$ cat config.mk
export PLATFORM = sky130hd
export DESIGN_NAME = traffic_ctrl_p
export DESIGN_NICKNAME = d
export VERILOG_FILES = /design/src/rtl/traffic_pkg.sv /design/src/rtl/seg7_dec.sv /design/src/rtl/traffic_ctrl_p.sv
export SDC_FILE = /design/constraint.sdc
export NUM_CORES = 1
export LEC_CHECK = 0
export BUFFER_PORTS_ARGS = -buffer_cell sky130_fd_sc_hd__buf_2
export CAP_MARGIN = 30
export CORE_ASPECT_RATIO = 1.25
export CORE_MARGIN = 2
export CORE_UTILIZATION = 38
export CTS_CLUSTER_SIZE = 10
export DETAILED_ROUTE_END_ITERATION = 7
export HOLD_SLACK_MARGIN = 0.08
export SETUP_SLACK_MARGIN = 0.05
export SYNTH_ARGS = -nofsm -noshare
export SYNTH_HDL_FRONTEND = slang
export SYNTH_SLANG_ARGS = --single-unit
$ cat constraint.sdc
create_clock -name clk_i -period 6 [get_ports clk_i]
set_clock_uncertainty 0.05 [all_clocks]
set_input_delay 0.6 -clock clk_i [delete_from_list [all_inputs] [get_ports clk_i]]
set_output_delay 0.6 -clock clk_i [all_outputs]
set_load 0.05 [all_outputs]
$ cat src/rtl/traffic_pkg.sv
// Shared definitions for the traffic light controller: phase codes, LED
// encodings and the active-low 7-segment digit table.
package traffic_pkg;

  // Phase codes as seen on the state output.
  typedef enum logic [2:0] {
    StMg    = 3'd0,
    StMy    = 3'd1,
    StAr1   = 3'd2,
    StSg    = 3'd3,
    StSy    = 3'd4,
    StAr2   = 3'd5,
    StFlash = 3'd6
  } phase_e;

  // LED bit order is {red, yellow, green}.
  localparam logic [2:0] LedOff    = 3'b000;
  localparam logic [2:0] LedGreen  = 3'b001;
  localparam logic [2:0] LedYellow = 3'b010;
  localparam logic [2:0] LedRed    = 3'b100;

  // Active-low segments, bit order gfedcba; all ones turns the digit off.
  localparam logic [6:0] SegBlank = 7'h7F;

  typedef struct packed {
    logic [2:0] main;
    logic [2:0] side;
  } led_pair_t;

  // Steady-phase lamp pattern; anything unexpected shows all red.
  function automatic led_pair_t leds_for(phase_e ph);
    led_pair_t l;
    case (ph)
      StMg:    l = '{main: LedGreen,  side: LedRed};
      StMy:    l = '{main: LedYellow, side: LedRed};
      StSg:    l = '{main: LedRed,    side: LedGreen};
      StSy:    l = '{main: LedRed,    side: LedYellow};
      default: l = '{main: LedRed,    side: LedRed};
    endcase
    return l;
  endfunction

  // Digit table; codes above 9 blank the digit.
  function automatic logic [6:0] seg7_lut(logic [3:0] digit);
    logic [6:0] s;
    case (digit)
      4'd0:    s = 7'h40;
      4'd1:    s = 7'h79;
      4'd2:    s = 7'h24;
      4'd3:    s = 7'h30;
      4'd4:    s = 7'h19;
      4'd5:    s = 7'h12;
      4'd6:    s = 7'h02;
      4'd7:    s = 7'h78;
      4'd8:    s = 7'h00;
      4'd9:    s = 7'h10;
      default: s = SegBlank;
    endcase
    return s;
  endfunction

endpackage

$ cat src/rtl/seg7_dec.sv
// Single-digit active-low 7-segment decoder (gfedcba); blanks for inputs > 9.
module seg7_dec
  import traffic_pkg::*;
(
  input  logic [3:0] digit_i,
  output logic [6:0] seg_o
);

  // Pure table lookup.
  always_comb begin
    seg_o = seg7_lut(digit_i);
  end

endmodule

$ cat src/rtl/traffic_ctrl_p.sv
// Two-road traffic light controller with tick divider, phase countdown and
// two-digit countdown display. Optional night-flash mode: TRAFFIC_FLASH_EN.
module traffic_ctrl_p
  import traffic_pkg::*;
#(
  parameter int unsigned DIV   = 25000000,
  parameter int unsigned CNT_W = 8,
  parameter int unsigned MG_T  = 60,
  parameter int unsigned SG_T  = 20,
  parameter int unsigned Y_T   = 4,
  parameter int unsigned AR_T  = 1
) (
  input  logic             clk_i,
  input  logic             rst_ni,
  input  logic             side_req_i,
`ifdef TRAFFIC_FLASH_EN
  input  logic             night_i,
`endif
  output logic [2:0]       main_led_o,
  output logic [2:0]       side_led_o,
  output logic [2:0]       state_o,
  output logic [CNT_W-1:0] cnt_o,
  output logic [6:0]       seg_tens_o,
  output logic [6:0]       seg_ones_o,
  output logic             tick_o
);

  localparam longint unsigned MaxT = 64'd1 << CNT_W;
  localparam int unsigned DivW = (DIV > 1) ? $clog2(DIV) : 1;

  if (DIV < 2) begin : g_bad_div
    $error("traffic_ctrl_p: DIV must be at least 2");
  end
  if (MG_T < 1 || SG_T < 1 || Y_T < 1 || AR_T < 1 ||
      64'(MG_T) > MaxT || 64'(SG_T) > MaxT || 64'(Y_T) > MaxT || 64'(AR_T) > MaxT)
  begin : g_bad_dur
    $error("traffic_ctrl_p: every duration must lie in 1..2**CNT_W");
  end

  localparam logic [CNT_W-1:0] MgLoad = CNT_W'(MG_T - 1);
  localparam logic [CNT_W-1:0] SgLoad = CNT_W'(SG_T - 1);
  localparam logic [CNT_W-1:0] YLoad  = CNT_W'(Y_T - 1);
  localparam logic [CNT_W-1:0] ArLoad = CNT_W'(AR_T - 1);

  logic [DivW-1:0]  div_q, div_d;
  logic             tick;
  phase_e           state_q, state_d;
  logic [CNT_W-1:0] cnt_q, cnt_d;
  led_pair_t        led_q, led_d;
`ifdef TRAFFIC_FLASH_EN
  logic             flash_q, flash_d;
`endif

  assign tick = (div_q == DivW'(DIV - 1));

  // Free-running tick divider.
  always_comb begin
    div_d = tick ? '0 : div_q + DivW'(1);
  end

  // Phase sequencing; everything holds between ticks.
  always_comb begin
    state_d = state_q;
    cnt_d   = cnt_q;
`ifdef TRAFFIC_FLASH_EN
    flash_d = flash_q;
`endif
    if (tick) begin
`ifdef TRAFFIC_FLASH_EN
      if (night_i) begin
        // Night overrides every phase; yellows start lit and toggle per tick.
        flash_d = (state_q == StFlash) ? ~flash_q : 1'b1;
        state_d = StFlash;
        cnt_d   = '0;
      end else
`endif
      begin
        case (state_q)
          StMg: begin
            if (cnt_q != '0) begin
              cnt_d = cnt_q - CNT_W'(1);
            end else if (side_req_i) begin
              state_d = StMy;
              cnt_d   = YLoad;
            end else begin
              cnt_d = MgLoad;
            end
          end
          StMy: begin
            if (cnt_q != '0) cnt_d = cnt_q - CNT_W'(1);
            else begin
              state_d = StAr1;
              cnt_d   = ArLoad;
            end
          end
          StAr1: begin
            if (cnt_q != '0) cnt_d = cnt_q - CNT_W'(1);
            else begin
              state_d = StSg;
              cnt_d   = SgLoad;
            end
          end
          StSg: begin
            // Side green ends early as soon as demand goes away.
            if (!side_req_i || cnt_q == '0) begin
              state_d = StSy;
              cnt_d   = YLoad;
            end else begin
              cnt_d = cnt_q - CNT_W'(1);
            end
          end
          StSy: begin
            if (cnt_q != '0) cnt_d = cnt_q - CNT_W'(1);
            else begin
              state_d = StAr2;
              cnt_d   = ArLoad;
            end
          end
          StAr2: begin
            if (cnt_q != '0) cnt_d = cnt_q - CNT_W'(1);
            else begin
              state_d = StMg;
              cnt_d   = MgLoad;
            end
          end
          default: begin
            // Leaving FLASH, or recovering from an unused code: safe all-red.
            state_d = StAr2;
            cnt_d   = ArLoad;
          end
        endcase
      end
    end
  end

  // Lamp pattern follows the phase being entered so the LEDs stay registered.
  always_comb begin
    led_d = leds_for(state_d);
`ifdef TRAFFIC_FLASH_EN
    if (state_d == StFlash) begin
      led_d = flash_d ? '{main: LedYellow, side: LedYellow} : '{main: LedOff, side: LedOff};
    end
`endif
  end

  // State registers.
  always_ff @(posedge clk_i or negedge rst_ni) begin
    if (!rst_ni) begin
      div_q   <= '0;
      state_q <= StMg;
      cnt_q   <= MgLoad;
      led_q   <= '{main: LedGreen, side: LedRed};
`ifdef TRAFFIC_FLASH_EN
      flash_q <= 1'b0;
`endif
    end else begin
      div_q   <= div_d;
      state_q <= state_d;
      cnt_q   <= cnt_d;
      led_q   <= led_d;
`ifdef TRAFFIC_FLASH_EN
      flash_q <= flash_d;
`endif
    end
  end

  int unsigned cnt_ext;
  logic [3:0]  tens_dig, ones_dig;
  logic        blank;

  // Split the countdown into decimal digits; out-of-range values go dark.
  always_comb begin
    cnt_ext  = 32'(cnt_q);
    blank    = (cnt_ext >= 32'd100);
`ifdef TRAFFIC_FLASH_EN
    blank    = blank | (state_q == StFlash);
`endif
    tens_dig = 4'(cnt_ext / 32'd10);
    ones_dig = 4'(cnt_ext % 32'd10);
    if (blank) begin
      tens_dig = 4'hF;
      ones_dig = 4'hF;
    end
  end

  seg7_dec u_seg_tens (
    .digit_i (tens_dig),
    .seg_o   (seg_tens_o)
  );

  seg7_dec u_seg_ones (
    .digit_i (ones_dig),
    .seg_o   (seg_ones_o)
  );

  assign tick_o     = tick;
  assign state_o    = state_q;
  assign cnt_o      = cnt_q;
  assign main_led_o = led_q.main;
  assign side_led_o = led_q.side;

endmodule

==> results.md, run 1 <==
* Status: completed
* First-pass GRT wire length at 14.5 mm
* Reg power frac at 0.511
* Yosys reg bits at 42
* Vias at 3167
* RR Endpoint: side_led_o[2]$_DFF_PN1_
* Worst-margin pin slew at 0.904 ns
* Setup ws final at 0.475 ns
* DRT antenna net count at 0
* Layout cells sized above 1 at 0.169
* Syn Nets at 444
* Minimum clock period at 5.52 ns
* Num ports at 35
* Place WS at 0.793 ns
* Finish-stage setup viols at 0
* R2R Path Start: div_q[9]$_DFF_PN0_
* Post-synth top cells: nor2_1, nand2_1, dfrtp_1
* Die ar. at 10100 µm²
* Slew Limit Fails at 0
* Clock latency on the worst-skew pair at 0.29 ns
* Gr usage total at 0.168
* Placer Congestion at 0.831
* TNS Setup at 0 ns
* WL/cell at 14.3 µm
* Avg Vias per Cell at 5.54
* Crit path capture type: output pin
* Flop-to-flop setup slack at 2.88 ns
* Worst Path Buf+Inv at 2
* Sw frac at 0.206
* Critical path fanouts, max at 27
* Worst slew margin at 0.397
* Worst IR Drop VDD at 0.210 mV
* Layout area overhead at 11.0%
* Mapped cell area at 3530 µm²
* Worst Setup Start Kind: flip-flop
* Combinational share of power at 0.017
* Antenna diodes at 0
* Yosys top cell area share at 0.248
* Synth top area cells: dfrtp_1, dfstp_2, nor2_1
* CORE AREA at 9080 µm²
* Leakage at 1.74 nW
* CTS Hold Bufs at 0
* Sequential share of the synthesized area at 0.300
* RSZ-0062 raised after global routing: false
* Synth warnings at 0
* Crit Path Class: flip-flop to output pin
* PortBufs at 34
* CTS Sinks at 42
* Type of the most critical hold path: input port to asynchronous set/reset pin
* Top FF cell, synth: dfrtp_1
* Synth cell types at 82
* CTS max path bufs at 2
* DRC Markers at 0
* Initial DRC count at 185
* Rows at 39
* Fillcell total at 952
* Initial antenna violation count at 0
* Htree depth at 2
* Psw at 0.000114 W
* Dpl hpwl at 5.87 mm
* Largest net degree at the start of global routing at 43
* Drt total wl at 8.19 mm
* R2R depth at 10
* Pwr/cell area at 142 nW/µm²
* Delay-heaviest family, CP: compound AO/OA/AOI/OAI gates
* Crit path required time at 5.35 ns
* Cell Int Power at 0.000441 W
* Die H at 112 µm
* Clock share of power at 0.471
* Largest area contributor in the netlist: dfrtp_1
* Max cap viols at 0
* Fmax at 181 MHz
* Vias in the first global route at 3108
* Die X at 90.2 µm
* Total grt overflow at 0
* Worst-path cell with the longest stage delay: dfstp_4
* Average size of a mapped cell at 8.25 µm²
* Most numerous cell in the Yosys netlist: nor2_1
* Final hold violation count at 0
* Max incr delay on CP at 0.55 ns
* CTS tree: built
* EDFF count, synth at 0
* Synth Instances at 428
* Clk root buf: clkbuf_16
* Worst path arrival time at 4.87 ns
* Layout Nets at 464
* Drt first pass iters at 5
* Initial Utilization at 0.389
* Worst-path clk slew at 0.06 ns
* Ys async rst share at 1.00
* Number of CTS-inserted buffers at 5
* Crit-path cells: nor2_2 > inv_1 > ha_1 > nor4bb_1 > a211oi_1 > and3_1 > o221ai_1 > o211ai_1 > a21boi_1 > nand3_2 > xnor2_2 > nand2b_1 > ha_1 > nor2_1 > o221ai_1 > buf_2
* Period utilization at 0.921
power by group through the flow:
| stage | Sequential (W) | Clock [W] | Combinational (W) |
|---|---|---|---|
| floorplan | 0.000289 | 0 | 0.00000146 |
| CTS | 0.000283 | 0.000269 | 0.00000867 |
| detailed placement | 0.000288 | 0 | 0.00000859 |
| global placement | 0.000288 | 0 | 0.00000844 |
| finish | 0.000283 | 0.000261 | 0.00000967 |
| global route | 0.000283 | 0.000277 | 0.0000115 |
final cells by class:
class	instances	area [µm²]	share of cell area
multi-input combinational	343	2280	0.582
clock buffer	7	133	0.0339
timing repair buffer	38	213	0.0543
sequential	42	1060	0.272
tap	123	154	0.0393
clock inverter	1	7.51	0.00192
inverter	18	67.6	0.0173
per-stage QoR:
step / hold WS (ns) / instances / total power [W] / util / cell area, µm²
finish: 0.0784 / 572 / 0.000555 / 0.431 / 3920
global route: 0.0835 / 572 / 0.000572 / 0.431 / 3920
CTS: 0.419 / 571 / 0.000561 / 0.429 / 3890
detailed placement: 0.408 / 563 / 0.000297 / 0.413 / 3750
global placement: 0.408 / 562 / 0.000297 / 0.413 / 3740
floorplan: 0.254 / 428 / 0.000290 / - / 3530
timing repair:
action                                  CTS  global route
gates resized for setup                   0             1
endpoints found under the setup margin    0             3
buffers inserted                          0             0
how the worst max path moves through the flow:
stage	from	endpoint	slack (ns)	depth (start not counted)
6_report	cnt_o[5]$_DFFE_PN1P_	seg_ones_o[3]	0.48	16
5_1_grt	cnt_o[5]$_DFFE_PN1P_	seg_ones_o[2]	0.09	18
4_1_cts	cnt_o[5]$_DFFE_PN1P_	seg_ones_o[3]	0.47	17
3_5_place_dp	cnt_o[5]$_DFFE_PN1P_	seg_ones_o[3]	0.79	17
3_3_place_gp	cnt_o[5]$_DFFE_PN1P_	seg_ones_o[3]	0.84	16
2_1_floorplan	cnt_o[6]$_DFFE_PN0P_	seg_tens_o[1]	0.41	16
layout by cell type, fill, tap and decap left out, types with 5 or more instances in the layout:
master / Yosys / final
and3_1: 15 / 15
nor2b_1: 7 / 7
xor2_1: 15 / 15
nor3_1: 8 / 8
a21oi_1: 21 / 21
clkbuf_16: 0 / 5
o21ai_0: 30 / 30
nor2_1: 47 / 47
dfstp_2: 7 / 6
buf_2: 9 / 34
o21ai_1: 5 / 5
xnor2_1: 15 / 15
inv_1: 15 / 15
nand3_1: 18 / 18
ha_1: 13 / 13
dfrtp_1: 35 / 35
nand2_1: 44 / 44
cell families (layout without fill, tap and decap cells):
| group | count (synthesis) | count (layout) | synth area share |
|---|---|---|---|
| AOI/OAI and AO/OA | 114 | 114 | 0.229 |
| DFF | 42 | 42 | 0.300 |
| xor gates and xnor gates | 32 | 32 | 0.0837 |
| muxes | 5 | 5 | 0.0177 |
| buffers and inverters | 43 | 64 | 0.0542 |
| and+or+nand+nor | 179 | 179 | 0.269 |
| adders and majority gates | 13 | 13 | 0.0461 |
flip-flops by register name, summed over array words and instances, names as in the netlist:
| name | flops |
|---|---|
| side_led_o | 3 |
| div_q | 25 |
| state_o | 3 |
| cnt_o | 8 |
| main_led_o | 3 |
worst register-to-register path: cells and delay by family, from the launching register on:
| family | cells | cell delay [ns] |
|---|---|---|
| flops | 1 | 0.40 |
| compound gates | 3 | 0.67 |
| buf+inv | 1 | 0.72 |
| simple gates | 6 | 1.20 |
routing by layer:
metal	vias to the layer above	GRT usage	wire [µm]
met3	10	0.0203	235
met4	0	0.0451	129
met2	62	0.293	4010
met5	-	0	0
met1	1519	0.221	3810
li1	1576	-	-
Note: power is estimated with default switching activity, not from simulation.
==> run 2: changes to the inputs <==
- clock period: 6 -> 5.3 ns (I/O delays scaled with it)
==> run 2 against run 1 <==
  * Non-clock buffer count grew 5
  * Sequential share of layout area down 0.70 points
  * Critical path depth grew 1
  * First-iteration DRC count is 10% lower
  * Register-to-register slack lost 0.74 ns
  * Highest routed layer unchanged
  * Utilization up 0.98 points
==> results.md, run 2 (synthesis gave the netlist of run 1 again) <==
* Placed Area at 3790 µm²
* Initial antenna violation count at 0
* Sw frac at 0.201
* Worst path arrival time at 4.37 ns
* Worst-margin pin slew at 0.922 ns
* Psw at 0.000129 W
* Flop-to-flop setup slack at 2.14 ns
* R2R depth at 10
* Die H at 112 µm
* Period utilization at 0.933
* Dpl hpwl at 5.92 mm
* Layout cells sized above 1 at 0.196
* Pwr/cell area at 160 nW/µm²
* Worst slew margin at 0.384
* Worst IR Drop VDD at 0.240 mV
* Met2 usage at 0.294
* Gr usage total at 0.170
* Most common cell after layout, fill and taps aside: nor2_1
* Crit Path Class: flip-flop to output pin
* Final instance area at 4010 µm²
* Rows at 39
* Layout Nets at 469
* Largest net degree at the start of global routing at 43
* Status: completed
* Max reg flops at 25
* Die X at 90.2 µm
* Cell Int Power at 0.000513 W
* First-pass GRT wire length at 14.6 mm
* CTS Sinks at 42
* Layout area overhead at 13.5%
* Grt met3 use at 0.0264
* Clock share of power at 0.483
* Worst-path clk slew at 0.06 ns
* Reg power frac at 0.500
* Total grt overflow at 0
* R2R Path Start: div_q[9]$_DFF_PN0_
* Combinational share of power at 0.017
* CTS Hold Bufs at 0
* Leakage at 1.76 nW
* Drt total wl at 8.40 mm
* Final hold violation count at 0
* Crit path required time at 4.72 ns
* WL/cell at 14.6 µm
* Crit path capture type: output pin
* Number of CTS-inserted buffers at 5
* Worst-path cell with the longest stage delay: dfstp_2
* Drt first pass iters at 4
* Avg Vias per Cell at 5.52
* Most flops, register: div_q
* Global routing usage on met1 at 0.227
* CTS tree: built
* CORE AREA at 9080 µm²
* Layout Cells excl Fill at 577
* CTS max path bufs at 2
* Setup ws final at 0.353 ns
* Place WS at 0.483 ns
* TNS Setup at 0 ns
* Global-route layer with the greatest usage: met2
* Placer Congestion at 0.823
* Inst Count DP at 566
* Max incr delay on CP at 0.53 ns
* Minimum clock period at 4.95 ns
* Type of the most critical hold path: input port to asynchronous set/reset pin
* Crit-path cells: nor2_2 > inv_1 > ha_2 > nand2b_1 > o21ai_2 > o211ai_4 > a22o_1 > nor3_4 > nor2_2 > o211ai_2 > nand3_2 > xnor2_4 > nand2b_1 > ha_1 > nor2_1 > o221ai_2 > buf_2
* Initial Utilization at 0.389
* Die ar. at 10100 µm²
* DRC Markers at 0
* RR Endpoint: side_led_o[2]$_DFF_PN1_
* Vias at 3187
* Critical path fanouts, max at 10
* Finish-stage setup viols at 0
* Antenna diodes at 0
* RSZ-0062 raised after global routing: false
* Clock latency on the worst-skew pair at 0.28 ns
* Fmax at 202 MHz
* Max cap viols at 0
* Initial DRC count at 166
* Hold Slack at 0.157 ns
* Worst Setup Start Kind: flip-flop
* PortBufs at 34
* Num ports at 35
* Htree depth at 2
* Vias in the first global route at 3017
* Clk root buf: clkbuf_16
* DRT antenna net count at 0
* Most frequent cells in the layout: nor2_1, nand2_1, dfrtp_1
* Slew Limit Fails at 0
-- run 2: per-layer routing --
layer	wire, µm	share of wire
met1	3810	0.45
met2	4200	0.50
met3	337	0.040
met4	44	0.0052
met5	0	0
-- run 2: what timing repair did --
| item | in CTS | in global routing |
|---|---|---|
| setup endpoints to repair | 0 | 11 |
| gates resized for setup | 0 | 5 |
| setup buffers | 0 | 2 |
-- run 2: cell type report --
class / instances / area (µm²)
Clock inverter: 1 / 8.76
Tap cell: 123 / 154
Multi-Input combinational cell: 343 / 2320
Clock buffer: 7 / 143
Fill cell: 952 / 5070
Sequential cell: 42 / 1060
Timing Repair Buffer: 43 / 250
Inverter: 18 / 67.6
-- run 2: through the flow --
step	total power (W)	util
finish	0.000642	0.441
global route	0.000667	0.441
detailed placement	0.000336	0.418
global placement	0.000336	0.417
floorplan	0.000328	-
CTS	0.000651	0.435
-- run 2: worst max-delay path by stage --
| stage | startpoint | end | slack [ns] |
|---|---|---|---|
| floorplan | cnt_o[6]$_DFFE_PN0P_ | seg_tens_o[5] | 0.03 |
| global route | cnt_o[5]$_DFFE_PN1P_ | seg_ones_o[2] | 0.03 |
| detailed placement | cnt_o[5]$_DFFE_PN1P_ | seg_ones_o[2] | 0.48 |
| finish | cnt_o[5]$_DFFE_PN1P_ | seg_ones_o[3] | 0.35 |
| global placement | cnt_o[5]$_DFFE_PN1P_ | seg_ones_o[3] | 0.62 |
| CTS | cnt_o[5]$_DFFE_PN1P_ | seg_ones_o[2] | 0.15 |
-- run 2: power by group through the flow --
stage               clock, W  combinational [W]  sequential, W
floorplan                  0         0.00000165       0.000327
global placement           0         0.00000958       0.000327
detailed placement         0         0.00000966       0.000327
CTS                 0.000321         0.00000967       0.000321
global route        0.000334          0.0000130       0.000321
finish              0.000310          0.0000109       0.000321
-- run 2: worst max-delay path: cells and delay by family (launching register included) --
kind	cells	cell delay [ns]
DFF	1	0.53
AOI/OAI and AO/OA	5	1.15
and+or+nand+nor	7	1.16
adders and majority gates	2	0.63
buffers and inverters	2	0.38
xor gates and xnor gates	1	0.22
